==> src/rtl/ex_hazard_if.sv <==
// Signal bundle between the execute-stage pipeline and ex_hazard_ctrl.
// There is no valid/ready handshake here: every signal is level-sampled each cycle.
interface ex_hazard_if #(
    parameter int CNT_W = 16
);
    logic [5:0]       id_opcode;
    logic [4:0]       id_src;
    logic [4:0]       id_target;
    logic [5:0]       ex_opcode;
    logic [4:0]       ex_src;
    logic [4:0]       ex_target;
    logic [4:0]       ex_wreg;
    logic             ex_we;
    logic [4:0]       mem_wreg;
    logic             mem_we;
    logic [4:0]       wb_wreg;
    logic             wb_we;
    logic             br_taken;
    logic [1:0]       fwd_a;
    logic [1:0]       fwd_b;
    logic             stall;
    logic             flush_id;
    logic             flush_ex;
    logic             mult_busy;
    logic [CNT_W-1:0] stall_cnt;
    logic             dbg_state;

    modport master (
        output id_opcode, id_src, id_target, ex_opcode, ex_src, ex_target,
               ex_wreg, ex_we, mem_wreg, mem_we, wb_wreg, wb_we, br_taken,
        input  fwd_a, fwd_b, stall, flush_id, flush_ex, mult_busy, stall_cnt,
               dbg_state
    );

    modport slave (
        input  id_opcode, id_src, id_target, ex_opcode, ex_src, ex_target,
               ex_wreg, ex_we, mem_wreg, mem_we, wb_wreg, wb_we, br_taken,
        output fwd_a, fwd_b, stall, flush_id, flush_ex, mult_busy, stall_cnt,
               dbg_state
    );
endinterface

==> src/rtl/ex_hazard_ctrl.sv <==
// Execute-stage hazard controller: operand forwarding, load-use and mult stalls,
// and IF/ID / ID/EX flushes for taken branches, jumps and calls.
module ex_hazard_ctrl #(
    parameter int MULT_LAT = 4,
    parameter int CNT_W    = 16
) (
    input logic        clk,
    input logic        reset,
    ex_hazard_if.slave bus
);
    localparam logic [5:0] OP_ADDU = 6'd1;
    localparam logic [5:0] OP_BEQ  = 6'd2;
    localparam logic [5:0] OP_LW   = 6'd3;
    localparam logic [5:0] OP_MULT = 6'd4;
    localparam logic [5:0] OP_ADDI = 6'd5;
    localparam logic [5:0] OP_J    = 6'd6;
    localparam logic [5:0] OP_CALL = 6'd8;

    localparam int              MC_W        = (MULT_LAT > 2) ? $clog2(MULT_LAT - 1) : 1;
    localparam int              MC_INIT     = (MULT_LAT > 1) ? MULT_LAT - 2 : 0;
    localparam logic [MC_W-1:0] MC_LOAD     = MC_W'(MC_INIT);
    localparam bit              MULT_STALLS = (MULT_LAT > 1);

    typedef enum logic {IDLE = 1'b0, MBUSY = 1'b1} state_t;

    state_t           state, state_nxt;
    logic [MC_W-1:0]  mcnt, mcnt_nxt;
    logic [CNT_W-1:0] stall_cnt;

    logic reads_src, reads_tgt, redirect, load_use, mult_entry;
    logic stall_c, flush_id_c, flush_ex_c, busy_c, stall_o;

    function automatic logic [1:0] fwd_sel(input logic [4:0] r,
                                           input logic       m_we, input logic [4:0] m_reg,
                                           input logic       w_we, input logic [4:0] w_reg);
        if (m_we && m_reg != 5'd0 && m_reg == r)      return 2'b01;
        else if (w_we && w_reg != 5'd0 && w_reg == r) return 2'b10;
        else                                          return 2'b00;
    endfunction

    always_comb begin
        reads_src = 1'b0;
        reads_tgt = 1'b0;
        case (bus.id_opcode)
            OP_ADDU, OP_BEQ, OP_MULT: begin
                reads_src = 1'b1;
                reads_tgt = 1'b1;
            end
            OP_LW, OP_ADDI: reads_src = 1'b1;
            default: ;
        endcase
    end

    assign redirect   = bus.br_taken || (bus.ex_opcode == OP_J) || (bus.ex_opcode == OP_CALL);
    assign load_use   = (bus.ex_opcode == OP_LW) && (bus.ex_wreg != 5'd0) &&
                        ((reads_src && bus.id_src == bus.ex_wreg) ||
                         (reads_tgt && bus.id_target == bus.ex_wreg));
    assign mult_entry = MULT_STALLS && (bus.ex_opcode == OP_MULT) && !redirect;

    // The mult stays in EX while busy, so redirect/load-use are not evaluated in MBUSY.
    always_comb begin
        state_nxt  = state;
        mcnt_nxt   = mcnt;
        stall_c    = 1'b0;
        flush_id_c = 1'b0;
        flush_ex_c = 1'b0;
        busy_c     = 1'b0;
        case (state)
            IDLE: begin
                if (mult_entry) begin
                    stall_c   = 1'b1;
                    state_nxt = MBUSY;
                    mcnt_nxt  = MC_LOAD;
                end else if (redirect) begin
                    flush_id_c = 1'b1;
                    flush_ex_c = 1'b1;
                end else if (load_use) begin
                    stall_c    = 1'b1;
                    flush_ex_c = 1'b1;
                end
            end
            MBUSY: begin
                busy_c = 1'b1;
                if (mcnt == '0) begin
                    state_nxt = IDLE;
                end else begin
                    stall_c  = 1'b1;
                    mcnt_nxt = mcnt - MC_W'(1);
                end
            end
        endcase
    end

    always_ff @(posedge clk or negedge reset) begin
        if (!reset) begin
            state     <= IDLE;
            mcnt      <= '0;
            stall_cnt <= '0;
        end else begin
            state <= state_nxt;
            mcnt  <= mcnt_nxt;
            if (stall_o && (stall_cnt != {CNT_W{1'b1}}))
                stall_cnt <= stall_cnt + CNT_W'(1);
        end
    end

    assign stall_o       = reset & stall_c;
    assign bus.stall     = stall_o;
    assign bus.flush_id  = reset & flush_id_c;
    assign bus.flush_ex  = reset & flush_ex_c;
    assign bus.mult_busy = reset & busy_c;
    assign bus.fwd_a     = reset ? fwd_sel(bus.ex_src, bus.mem_we, bus.mem_wreg, bus.wb_we, bus.wb_wreg) : 2'b00;
    assign bus.fwd_b     = reset ? fwd_sel(bus.ex_target, bus.mem_we, bus.mem_wreg, bus.wb_we, bus.wb_wreg) : 2'b00;
    assign bus.stall_cnt = stall_cnt;
    assign bus.dbg_state = (state == MBUSY);
endmodule

==> src/flat_wrapper.sv <==
// flat-port wrapper written by rule: the top's interface ports become plain ports
module ex_hazard_ctrl_flat 
#(
    parameter int MULT_LAT = 4,
    parameter int CNT_W    = 16
)
  (clk, reset, bus_id_opcode, bus_id_src, bus_id_target, bus_ex_opcode, bus_ex_src, bus_ex_target, bus_ex_wreg, bus_ex_we, bus_mem_wreg, bus_mem_we, bus_wb_wreg, bus_wb_we, bus_br_taken, bus_fwd_a, bus_fwd_b, bus_stall, bus_flush_id, bus_flush_ex, bus_mult_busy, bus_stall_cnt, bus_dbg_state);
  ex_hazard_if #(.CNT_W(CNT_W)) bus_i ();
  input logic clk;
  input logic reset;
  input wire logic [$bits(bus_i.id_opcode)-1:0] bus_id_opcode;
  input wire logic [$bits(bus_i.id_src)-1:0] bus_id_src;
  input wire logic [$bits(bus_i.id_target)-1:0] bus_id_target;
  input wire logic [$bits(bus_i.ex_opcode)-1:0] bus_ex_opcode;
  input wire logic [$bits(bus_i.ex_src)-1:0] bus_ex_src;
  input wire logic [$bits(bus_i.ex_target)-1:0] bus_ex_target;
  input wire logic [$bits(bus_i.ex_wreg)-1:0] bus_ex_wreg;
  input wire logic [$bits(bus_i.ex_we)-1:0] bus_ex_we;
  input wire logic [$bits(bus_i.mem_wreg)-1:0] bus_mem_wreg;
  input wire logic [$bits(bus_i.mem_we)-1:0] bus_mem_we;
  input wire logic [$bits(bus_i.wb_wreg)-1:0] bus_wb_wreg;
  input wire logic [$bits(bus_i.wb_we)-1:0] bus_wb_we;
  input wire logic [$bits(bus_i.br_taken)-1:0] bus_br_taken;
  output wire logic [$bits(bus_i.fwd_a)-1:0] bus_fwd_a;
  output wire logic [$bits(bus_i.fwd_b)-1:0] bus_fwd_b;
  output wire logic [$bits(bus_i.stall)-1:0] bus_stall;
  output wire logic [$bits(bus_i.flush_id)-1:0] bus_flush_id;
  output wire logic [$bits(bus_i.flush_ex)-1:0] bus_flush_ex;
  output wire logic [$bits(bus_i.mult_busy)-1:0] bus_mult_busy;
  output wire logic [$bits(bus_i.stall_cnt)-1:0] bus_stall_cnt;
  output wire logic [$bits(bus_i.dbg_state)-1:0] bus_dbg_state;
  assign bus_i.id_opcode = bus_id_opcode;
  assign bus_i.id_src = bus_id_src;
  assign bus_i.id_target = bus_id_target;
  assign bus_i.ex_opcode = bus_ex_opcode;
  assign bus_i.ex_src = bus_ex_src;
  assign bus_i.ex_target = bus_ex_target;
  assign bus_i.ex_wreg = bus_ex_wreg;
  assign bus_i.ex_we = bus_ex_we;
  assign bus_i.mem_wreg = bus_mem_wreg;
  assign bus_i.mem_we = bus_mem_we;
  assign bus_i.wb_wreg = bus_wb_wreg;
  assign bus_i.wb_we = bus_wb_we;
  assign bus_i.br_taken = bus_br_taken;
  assign bus_fwd_a = bus_i.fwd_a;
  assign bus_fwd_b = bus_i.fwd_b;
  assign bus_stall = bus_i.stall;
  assign bus_flush_id = bus_i.flush_id;
  assign bus_flush_ex = bus_i.flush_ex;
  assign bus_mult_busy = bus_i.mult_busy;
  assign bus_stall_cnt = bus_i.stall_cnt;
  assign bus_dbg_state = bus_i.dbg_state;
  ex_hazard_ctrl #(.MULT_LAT(MULT_LAT), .CNT_W(CNT_W)) u_core (.clk(clk), .reset(reset), .bus(bus_i));
endmodule
==> config.mk <==
export PLATFORM = sky130hd
export DESIGN_NAME = ex_hazard_ctrl_flat
export DESIGN_NICKNAME = d
export VERILOG_FILES = /design/src/rtl/ex_hazard_if.sv /design/src/rtl/ex_hazard_ctrl.sv /design/src/flat_wrapper.sv
export SDC_FILE = /design/constraint.sdc
export NUM_CORES = 1
export LEC_CHECK = 0
export CORE_UTILIZATION = 45
export CTS_BUF_LIST = sky130_fd_sc_hd__clkbuf_4 sky130_fd_sc_hd__clkbuf_8
export CTS_CLUSTER_SIZE = 12
export DETAILED_ROUTE_END_ITERATION = 6
export GPL_ROUTABILITY_DRIVEN = 0
export PLACE_DENSITY = 0.89
export SKIP_LAST_GASP = 1
export SLEW_MARGIN = 20
export SYNTH_ARGS = -nofsm -noshare
export SYNTH_HDL_FRONTEND = slang
export SYNTH_SLANG_ARGS = --single-unit
export TNS_END_PERCENT = 10
==> constraint.sdc <==
create_clock -name clk -period 2.9 [get_ports clk]
set_input_delay 0.29 -clock clk [delete_from_list [all_inputs] [get_ports clk]]
set_output_delay 0.29 -clock clk [all_outputs]
set_load 0.02 [all_outputs]
Word level (Yosys, flattened, before mapping). Cells that the tools add are included.

Bits of input ports: 53. Flip-flop bits (word level): 19. Word-level logic and storage cells: 76.

Equality and inequality tests: 18. Add/sub/neg operators: 2. Multiplexer cells: 25. Reductions and logical operators: 23. Bitwise gates (word level): 5.

Operators with widths (count): equality test 5 bit (6); equality test 6 x 3 -> 1 bit, second input constant (4); equality test 6 x 2 -> 1 bit, second input constant (3); adder 16 x 1 -> 16 bit, second input constant (1); 2-to-1 mux 2 bit (8); != test 16 bit, second input constant (1); nonzero test 5 bit (3); 2-to-1 mux 1 bit (14); logical AND 1 bit (12); equality test 6 x 1 -> 1 bit, second input constant (1); equality test 6 x 4 -> 1 bit, second input constant (1); OR reduction 5 bit (1); AND 1 bit (4); one-hot mux 1 bit (2 select lines) (2); one-hot mux 2 bit (2 select lines) (1); logical OR 1 bit (3); OR reduction 3 bit (1); zero test 2 bit (1); != test 2 x 1 -> 1 bit, second input constant (1); != test 2 bit, second input constant (1); AND reduction 2 bit (1); subtractor 2 x 1 -> 2 bit, second input constant (1); zero test 1 bit (1); NOT 1 bit (1).

Longest topological paths before layout.
Depth after elaboration: 12. Depth in mapped cells: 9.

Least setup slack after synthesis. No wires, ideal clock.

Path type: input-to-output. Start point: input bus_ex_wreg[3]. End point: output bus_flush_ex. Arrival: 1866 ps. Cell stages on the path: 5. Buffers on the path: 0. Slack: 744 ps. Cells stage by stage: xor2_1 -> a2111oi_4 -> a41oi_2 -> or4_1 -> a21oi_1.

Word-level cells in the longest chain between the ends: 9. Elaborated cells on any way between the ends: 13.

RTL lines: start, declared (line flat_wrapper.sv:17) `input wire logic [$bits(bus_i.ex_wreg)-1:0] bus_ex_wreg;`; equality test 5 bit, on equally long branches (line ex_hazard_ctrl.sv:56, ex_hazard_ctrl.sv:57); logical AND 1 bit, on equally long branches (line ex_hazard_ctrl.sv:56, ex_hazard_ctrl.sv:57); logical OR 1 bit (line ex_hazard_ctrl.sv:56) `((reads_src && bus.id_src == bus.ex_wreg) ||`; logical AND 1 bit (*) (line ex_hazard_ctrl.sv:55) `assign load_use = (bus.ex_opcode == OP_LW) && (bus.ex_wreg != 5'd0) &&`; 2-to-1 mux 1 bit (*) (line ex_hazard_ctrl.sv:77) `end else if (load_use) begin`; 2-to-1 mux 1 bit (*) (line ex_hazard_ctrl.sv:74) `end else if (redirect) begin`; 2-to-1 mux 1 bit (*) (line ex_hazard_ctrl.sv:70) `if (mult_entry) begin`; 2-to-1 mux 1 bit (*) (line ex_hazard_ctrl.sv:68) `case (state)`; AND 1 bit (*) (line ex_hazard_ctrl.sv:110) `assign bus.flush_ex = reset & flush_ex_c;`; end, declared (line flat_wrapper.sv:28) `output wire logic [$bits(bus_i.flush_ex)-1:0] bus_flush_ex;`.

Every way passes the cells marked *; elsewhere a longest branch is shown, timed or not.

Final worst setup path. Ends and elaborated chain as after synthesis.

==> results.json <==
{
  "outcome": "completed",
  "start_util_pct": 46.7,
  "crit_required_ns": 2.61,
  "post-place-ws_ns": -0.162,
  "syn-instance-count": 156,
  "wire_per_inst_um": 13.2,
  "nNetsFinal": 299,
  "finalWorstSetupSlack_ns": 0.125,
  "clock_skew_ns": 0.0112,
  "final_area_um2": 2450,
  "timing.final.crit_share_pct": 95.7,
  "endpoint_kind": "output pin",
  "dp_hpwl_um": 3210,
  "relSlewSlack_pct": 73.4,
  "clockBufferDepth": 2,
  "startpoint_type": "input pin",
  "ir_worst_vdd_mv": 0.133,
  "syn_to_final_growth_pct": 57.0,
  "ys_warn_count": 0,
  "syn_area_per_cell_um2": 9.99,
  "n_fill_cell": 265,
  "cap_viol_max_count": 0,
  "die_width_um": 60.9,
  "clock_tree.root_cell": "clkbuf_4",
  "drt_iter0_drc": 57,
  "insertedDiodeCount": 0,
  "dieArea_um2": 3700,
  "final_cell_mix": "74 x clkdlybuf4s50_1, 29 x xnor2_1, 19 x dfrtp_1, 15 x xor2_1, 13 x nand3_1",
  "min_period_ns": 2.77,
  "max_clock_freq_mhz": 360,
  "grt_pass1_wl_um": 6040,
  "grt_pass1_vias": 1439,
  "route.detailed.drc": 0,
  "track_usage_pct": 21.5,
  "clk_latency_ns": 0.30,
  "setup_viol": 0,
  "ant_nets": 0,
  "drt_first_pass_iters": 5,
  "synth_sequential_area_ratio_pct": 30.5,
  "fin_setup_tns_ns": 0,
  "grt_antenna_before_repair": 0,
  "cp_max_fo": 3,
  "rows": 21,
  "final_common_cell": "clkdlybuf4s50_1",
  "maxSlewViolCount": 0,
  "wirelength_um": 3810,
  "drive_gt1_share_pct": 13.2,
  "fin_total_pwr_uw": 652,
  "ys_seq_elements": 19,
  "post_cts_buffers": 0,
  "synth.distinct_cells": 37,
  "finalHoldViolCount": 0,
  "arrival_ns": 2.48,
  "cts_hold_buf": 0,
  "place_area_um2": 2420,
  "cts_tree": "built",
  "p_per_area_nw_per_um2": 266,
  "clk_pin_slew_worst_paths_ns": 0.11,
  "worst_pin_slew_ns": 0.395,
  "utilization_pct": 73.3,
  "clock-sinks": 19,
  "vias": 1506,
  "hp-class": "input pin to asynchronous set/reset pin",
  "cts_inserted_buffers": 3,
  "rsz0062_at_grt": "no",
  "die_height_um": 60.9,
  "power.leakage_nw": 0.958,
  "ioPinCount": 78,
  "core_area_um2": 3340,
  "synth_area_um2": 1560,
  "grt-ovfl-total": 0,
  "path_class": "input pin to output pin",
  "syn_nets": 211,
  "vias_per_cell": 5.21,
  "io_buffers": 76,
  "cts_max_level": 1,
  "grt_max_degree": 25
}
==> repair_timing <==
item                       in CTS  in global routing
pin swaps                       0                  0
setup endpoints to repair       1                  2
resized for setup               1                  2
==> layer usage <==
| layer | track usage [%] | part of all wire (%) | vias up |
|---|---|---|---|
| met4 | 6.17 | 1.3 | 0 |
| met1 | 25.1 | 41 | 694 |
| met2 | 40.5 | 52 | 71 |
| met3 | 3.20 | 5.9 | 6 |
| met5 | 0 | 0 | - |
| li1 | - | - | 735 |
==> state kept, by name, indices dropped and copies added, names as in the netlist <==
| signal | cells |
|---|---|
| u_core.bus.dbg_state | 1 |
| u_core.bus.stall_cnt | 16 |
| u_core.mcnt | 2 |
==> synthesized netlist by cell type, drive strengths merged <==
library cell	count	area [µm²]
xnor2	29	254
dfrtp	19	475
nand3	16	95.1
xor2	15	131
nand4	7	71.3
nor2	7	26.3
and3	6	38.8
inv	6	22.5
nand2	5	23.8
nor3	5	25.0
or4	5	37.5
and2	4	25.0
nor4	4	25.0
mux2	3	45.0
nand2b	3	18.8
o21ai	3	26.3
a21oi	2	10.0
buf	2	26.3
ha	2	25.0
o211ai	2	15.0
or3	2	22.5
a2111oi	1	27.5
a41oi	1	16.3
mux2i	1	10.0
nand3b	1	7.51
o22a	1	8.76
o22ai	1	6.26
o31ai	1	21.3
or2b	1	7.51
or4b	1	13.8
==> through the flow <==
step	hold slack, ns	cells
floorplan	-0.00559	156
global placement	0.463	285
detailed placement	0.477	285
CTS	0.392	289
global route	0.386	289
finish	0.388	289
==> path summary, 6_finish.rpt <==
| path | from | end | slack, ns | cells past startpoint |
|---|---|---|---|---|
| setup / recovery | bus_ex_wreg[3] | bus_flush_ex | 0.13 | 7 |
| hold / removal | reset | u_core.bus.stall_cnt[4]$_DFFE_PN0P_ | 0.39 | 2 |
| setup reg to reg | u_core.bus.dbg_state$_DFF_PN0_ | u_core.bus.stall_cnt[12]$_DFFE_PN0P_ | 0.71 | 7 |
| hold reg to reg | u_core.mcnt[1]$_DFFE_PN0P_ | u_core.mcnt[1]$_DFFE_PN0P_ | 0.50 | 1 |
| max in group asynchronous | reset | u_core.bus.stall_cnt[8]$_DFFE_PN0P_ | 2.28 | 2 |
| min in group clk | u_core.mcnt[1]$_DFFE_PN0P_ | u_core.mcnt[1]$_DFFE_PN0P_ | 0.50 | 1 |
==> final cells by class <==
class	count	area, µm²	area share [%]
multi-input cells	129	1030	42.3
repair buffers	85	830	33.9
flip-flops and latches	19	475	19.4
well taps	46	57.6	2.35
clock buffers	3	22.5	0.920
inverters	6	22.5	0.920
clock inverters	1	5.00	0.204
==> worst max-delay path: stages <==
cell	delay, ns
clkdlybuf4s50_1	0.47
xor2_1	0.21
a2111oi_4	0.35
a41oi_2	0.16
or4_1	0.51
a21oi_1	0.14
dlygate4sd2_1	0.35
==> power by group <==
part | leakage [nW] | switching [mW] | total [mW] | internal [mW]
registers | 0.261 | 0.0166 | 0.295 | 0.278
clock network | 0.0177 | 0.0804 | 0.132 | 0.0513
logic | 0.679 | 0.0913 | 0.225 | 0.134
==> cells by family after synthesis <==
family / share of synthesized area [%]
buf+inv: 3.13
compound gates: 8.43
mux: 3.53
simple gates: 28.1
xor+xnor: 24.7
flops: 30.5
fa+ha+maj: 1.60
Note: power is estimated with default switching activity, not from simulation.
